===== src/rtl/move_scheduler.sv =====
// move_scheduler: turns gravity ticks and button activity into single
// commands for the game core. It keeps one pending bit per op, auto-repeats
// held buttons, and offers one command at a time over a valid/ready port.
//
// Handshake: cmd_valid/cmd_op are driven from registers. Once cmd_valid
// rises, both hold steady until the core samples cmd_valid && cmd_ready on a
// rising edge. A transfer happens on exactly that edge, and cmd_valid is
// never withdrawn before then (game_over does not withdraw it either).
module move_scheduler #(
  parameter int REPEAT_DELAY = 2
) (
  input  logic        clk_100MHz,
  input  logic        reset,
  input  logic        tick_gravity,
  input  logic        tick_repeat,
  input  logic        btn_left,
  input  logic        btn_right,
  input  logic        btn_rot_l,
  input  logic        btn_rot_r,
  input  logic        btn_down,
  input  logic        game_over,
  input  logic        cmd_ready,
  output logic        cmd_valid,
  output logic [2:0]  cmd_op,
  output logic [15:0] gravity_count,
  output logic [1:0]  dbg_state
);

  localparam logic [1:0] S_IDLE  = 2'd0;
  localparam logic [1:0] S_ISSUE = 2'd1;
  localparam logic [1:0] S_GAP   = 2'd2;
  localparam logic [1:0] S_HALT  = 2'd3;

  localparam logic [2:0] OP_GRAVITY = 3'd1;
  localparam logic [2:0] OP_LEFT    = 3'd2;
  localparam logic [2:0] OP_RIGHT   = 3'd3;
  localparam logic [2:0] OP_ROT_L   = 3'd4;
  localparam logic [2:0] OP_ROT_R   = 3'd5;
  localparam logic [2:0] OP_DROP    = 3'd6;

  localparam logic [2:0] RPT_LIMIT = 3'(REPEAT_DELAY);

  // Pending bit i belongs to op i+1:
  // 0 gravity, 1 left, 2 right, 3 rot_l, 4 rot_r, 5 drop.
  logic [1:0]  state;
  logic [5:0]  pend;
  logic [4:0]  btn_prev;     // {down, rot_r, rot_l, right, left}
  logic [2:0]  hold_cnt [4]; // left, right, rot_l, rot_r

  logic [3:0]  btn_lvl;
  logic [3:0]  btn_rise;
  logic [3:0]  hold_hit;
  logic        drop_set;
  logic [5:0]  set_ev;
  logic [5:0]  cancel_mask;
  logic [5:0]  accept_mask;
  logic [5:0]  eff;
  logic [5:0]  pend_nxt;
  logic [2:0]  win_op;

  assign btn_lvl   = {btn_rot_r, btn_rot_l, btn_right, btn_left};
  assign dbg_state = state;

  // Event detection, opposing-pair cancellation, priority pick and the pending update.
  always_comb begin
    btn_rise = btn_lvl & ~btn_prev[3:0];
    hold_hit = '0;
    for (int i = 0; i < 4; i++) begin
      hold_hit[i] = tick_repeat && btn_lvl[i] && (hold_cnt[i] == RPT_LIMIT);
    end
    drop_set = (btn_down && !btn_prev[4]) || (tick_repeat && btn_down);
    set_ev   = {drop_set, btn_rise | hold_hit, tick_gravity};

    // When both ops of an opposing pair are pending, the player's intent is
    // unclear, so both are dropped and neither is issued.
    cancel_mask = '0;
    if (pend[1] && pend[2]) cancel_mask[2:1] = 2'b11;
    if (pend[3] && pend[4]) cancel_mask[4:3] = 2'b11;
    eff = pend & ~cancel_mask;

    accept_mask = '0;
    if (state == S_ISSUE && cmd_valid && cmd_ready) begin
      for (int i = 0; i < 6; i++) begin
        if (cmd_op == 3'(i + 1)) accept_mask[i] = 1'b1;
      end
    end

    // A new event always survives a clear on the same edge.
    pend_nxt = (pend & ~(cancel_mask | accept_mask)) | set_ev;

    win_op = 3'd0;
    if      (eff[0]) win_op = OP_GRAVITY;
    else if (eff[3]) win_op = OP_ROT_L;
    else if (eff[4]) win_op = OP_ROT_R;
    else if (eff[1]) win_op = OP_LEFT;
    else if (eff[2]) win_op = OP_RIGHT;
    else if (eff[5]) win_op = OP_DROP;
  end

  // Pending bits, hold counters, button history, FSM, command outputs and gravity counter.
  always_ff @(posedge clk_100MHz or negedge reset) begin
    if (!reset) begin
      state         <= S_IDLE;
      pend          <= '0;
      btn_prev      <= '0;
      for (int i = 0; i < 4; i++) hold_cnt[i] <= '0;
      cmd_valid     <= 1'b0;
      cmd_op        <= 3'd0;
      gravity_count <= 16'd0;
    end else begin
      btn_prev <= {btn_down, btn_lvl};

      if (state == S_HALT) begin
        pend <= '0;
        for (int i = 0; i < 4; i++) hold_cnt[i] <= '0;
      end else begin
        pend <= pend_nxt;
        for (int i = 0; i < 4; i++) begin
          if (!btn_lvl[i])
            hold_cnt[i] <= '0;
          else if (tick_repeat && hold_cnt[i] != RPT_LIMIT)
            hold_cnt[i] <= hold_cnt[i] + 3'd1;
        end
      end

      case (state)
        S_IDLE: begin
          if (game_over) begin
            state <= S_HALT;
          end else if (|eff) begin
            cmd_op    <= win_op;
            cmd_valid <= 1'b1;
            state     <= S_ISSUE;
          end
        end
        S_ISSUE: begin
          if (cmd_valid && cmd_ready) begin
            if ((cmd_op == OP_GRAVITY || cmd_op == OP_DROP) && gravity_count != 16'hFFFF)
              gravity_count <= gravity_count + 16'd1;
            cmd_valid <= 1'b0;
            cmd_op    <= 3'd0;
            state     <= S_GAP;
          end
        end
        S_GAP: begin
          state <= game_over ? S_HALT : S_IDLE;
        end
        default: begin
          if (!game_over) state <= S_IDLE;
        end
      endcase
    end
  end

endmodule


===== config.mk =====
export PLATFORM = sky130hd
export DESIGN_NAME = move_scheduler
export DESIGN_NICKNAME = d
export VERILOG_FILES = /design/src/rtl/move_scheduler.sv
export SDC_FILE = /design/constraint.sdc
export NUM_CORES = 1
export LEC_CHECK = 0
export CORE_ASPECT_RATIO = 0.75
export CORE_MARGIN = 5
export CORE_UTILIZATION = 55
export DETAILED_ROUTE_END_ITERATION = 12
export MAX_ROUTING_LAYER = met4
export PLACE_DENSITY = 0.8
export SYNTH_ARGS = -nofsm -noshare
export SYNTH_HDL_FRONTEND = slang
export SYNTH_SLANG_ARGS = --single-unit

===== constraint.sdc =====
create_clock -name clk_100MHz -period 3.9 [get_ports clk_100MHz]
set_input_delay 0.585 -clock clk_100MHz [delete_from_list [all_inputs] [get_ports clk_100MHz]]
set_output_delay 0.585 -clock clk_100MHz [all_outputs]
set_load 0.005 [all_outputs]

==> results list <==
- Leakage component of the power: 1.29 nW
- Most frequently used flop master after synthesis: dfrtp_1
- Type of the setup path with the least slack: reg -> out
- The later pin in the worst-skew pair is clocked with a latency of 300 ps.
- For this run, the slowest stage of the critical path takes roughly 560 ps.
* Post-DR vias/cell: ~5.5
- After floorplanning, the core was divided into 20 placement rows.
- Max-cap violations: 0
- After detailed routing, the average wire length per cell comes to approximately 14 um.
- The detailed router finished its first iteration with 74 violations.
- Largest net degree at the start of global routing: 46
- Residual DRC: 0
- Minimum hold slack: approximately 420 ps
* Syn Std Cell Area: roughly 0.0024 mm^2
- Overall fraction of global-route tracks in use: between 10% and 20%
* Library cell used as clock root buffer: clkbuf_8
- Data on the critical path is required at its endpoint by ~3300 ps.
* Number of enable flip-flop cells after synthesis: 0
* Number of warnings reported in the yosys synthesis log: 0
* Setup repair after global routing missed its margin: false
* Total power divided by cell area: 521 mW/mm^2
* Clock Pin Slew Worst Setup and Hold Paths: 80 ps
- Final hold viol count: 0
- Element type at the critical path start: flop
- When the netlist entered floorplanning its net count stood at roughly 260.
- Sorting the synthesized cells by how often they occur yields 45 x dfrtp_1, 28 x nand2_1, 19 x nor2_1, 15 x ha_1, 15 x xor2_1.
- From synthesis to final layout, the design area changed by 20.0%.
- Detailed-placement wirelength estimate: 3.25 mm
- The clock drives 45 sinks.
- After synthesis the netlist holds a flip-flop and latch count of 45.
- The routed design has 4.58 mm of wire.
- Hold repair after CTS inserted 0 buffers.
- Signal arrival time at the worst endpoint: 1370 ps
- In this run the remaining antenna-violating nets after routing total 0.
* Fraction of layout instances using a drive strength above 1: 10.4%
- Crit end category: output pin
* Die H: 66.7 um
- Wire length of the first global-routing pass: roughly 7.9 mm
* Worst-path cell chain: clkdlybuf4s50_1
* Core area: 0.00410 mm^2
- The die is ~86 um wide.
* Multi-input gate area: 0.00116 mm^2
* Final worst-path cycle share: 50.1%
* Overall die area: 0.00571 mm^2
- Count of input and output buffers: 32
* Netlist cell types: 44
- After clock tree synthesis, the setup repair step added 0 buffers.
- Worst-case vdd ir drop: 0.000344 V
- The worst pin sits at a relative slew slack of ~36%.
- Summing all flip-flop and latch instances after layout gives 0.00113 mm^2.
* Number of iterations in the first detailed-routing pass: 5
- After routing, the total negative slack on setup checks comes to 0 ps.
- Class of the tightest hold or removal check: in -> async
- During I/O placement, the number of pins put on the boundary was 33.
- Cell type contributing the most total cell area after synthesis: dfrtp_1
* Deepest clock path buffer count: 2
- Level count of the clock H-tree: 2
* Number of standard cells after synthesis: 232
- Slew @ Worst Pin: between 900 and 1000 ps
- Vias: 1,776
- For this configuration, the core starts out at a cell density of 57.4%.
- The via count of the first global-routing pass was 1,729.
- Dominant cell by count in the synthesized netlist: dfrtp_1
* Final Max Tran Viols: 0
- Summed over its instances, the top area cell type makes up 47.8% of the synthesized netlist area.
- With fillers left out, the area of the finished cells amounts to 0.00283 mm^2.
- Timing-limited maximum frequency: approximately 510 MHz
* Mean cell area of the mapped netlist: 10.2 um^2
- Placed cell area: 0.00273 mm^2
- Broken down by cell family, the worst path's largest delay share belongs to buffers and inverters.
- The number of antenna diodes in the final layout is 0.
- Number of setup violations in the final report: 0
* Share of the yosys chip area belonging to registers: 47.8%
- CTS tree: done
- For the finished layout, the period the worst path requires is 1960 ps.
* Run status: complete, no violations
- Grt total ovfl: 0
- Slowest cell on the critical path: clkdlybuf4s50_1
- CTS resizes: 0
* Number of antenna violations at the first check in global routing: 0
- Fill cells in the final layout number about 330.
* CTS buffer count: 5
- Along the worst path, the maximum fanout reaches 8.
- Ranked by total cell area, the synthesized netlist is headed by dfrtp_1 48%, ha_1 8.0%, xor2_1 5.6%.
- Counting both buffers and inverters, the worst setup path holds a total of 1.
- After the last flow step, the layout net total stands at between 200 and 300.
- Clock skew on the completed layout was measured at 9.03 ps.
* Fraction of registers with async set/reset: 100%
- Routability congestion estimate from global placement: 0.848
==> stage by stage <==
step                      util, %  instances  power [mW]  worst slack [ps]
after detailed placement     66.6        317        1.18              1700
after floorplan                 -        232       0.985              2250
after global routing         68.9        325        1.59              1860
final                        68.9        325        1.47              1940
after global placement       66.6        317        1.16              1720
after CTS                    68.9        325        1.49              1950
==> final cells by class <==
| type | instances | share of cell area (%) |
|---|---|---|
| Clock buffer | 6 | 2.92 |
| Clock inverter | 2 | 0.487 |
| Inverter | 14 | 1.86 |
| Multi-Input combinational cell | 170 | 41.1 |
| Sequential cell | 45 | 39.8 |
| Tap cell | 55 | 2.43 |
| Timing Repair Buffer | 33 | 11.4 |
==> registers in the layout, summed over array words and instances, names as in the netlist <==
| register | flops |
|---|---|
| hold_cnt | 12 |
| cmd_valid | 1 |
| pend | 6 |
| btn_prev | 5 |
| gravity_count | 16 |
| cmd_op | 3 |
| dbg_state | 2 |
==> layout by cell type (no fill, tap or decap), types with 4 or more instances in the layout <==
master and n:
ha_1 15, nand3_1 5, clkdlybuf4s50_1 31, nand2b_1 4
a21oi_1 13, xor2_1 15, nand4_1 5, or2_2 6
xnor2_1 4, inv_1 14, nand2_1 28, clkbuf_8 6
o21ai_0 7, nor2_1 19, nor3_1 9, dfrtp_1 45
nor4_1 5
==> layer usage <==
| metal | part of all wire [%] | global-route usage [%] | vias up |
|---|---|---|---|
| met5 | 0 | - | - |
| met4 | 1.2 | 7.71 | 0 |
| met3 | 6.0 | 4.57 | 5 |
| met2 | 44 | 26.9 | 51 |
| met1 | 49 | 24.2 | 847 |
| li1 | - | - | 873 |
==> where the power goes <==
group          internal (mW)  switching, mW
sequential             0.562          0.114
combinational          0.250          0.245
clock                  0.144          0.160
total                  0.955          0.519
==> final timing paths <==
| kind | slack [ps] | end | startpoint | depth (start not counted) |
|---|---|---|---|---|
| setup / recovery | 1940 | cmd_op[2] | cmd_op[2] | 1 |
| hold / removal | 420 | hold_cnt[3] | reset | 1 |
| setup reg to reg | 2020 | gravity_count[1] | gravity_count[0] | 6 |
| hold reg to reg | 520 | pend[2] | btn_prev[1] | 3 |
| max in group asynchronous | 2880 | hold_cnt[9] | reset | 1 |
| min in group clk_100MHz | 520 | pend[2] | btn_prev[1] | 3 |
==> logic make-up after synthesis <==
family / synth area share [%]
muxes: 1.86
AOI/OAI and AO/OA: 8.13
DFF: 47.8
buffers and inverters: 3.19
xor gates and xnor gates: 7.06
and+or+nand+nor: 24.0
adders and majority gates: 7.97
No activity file was read; power rests on OpenSTA's default activity.
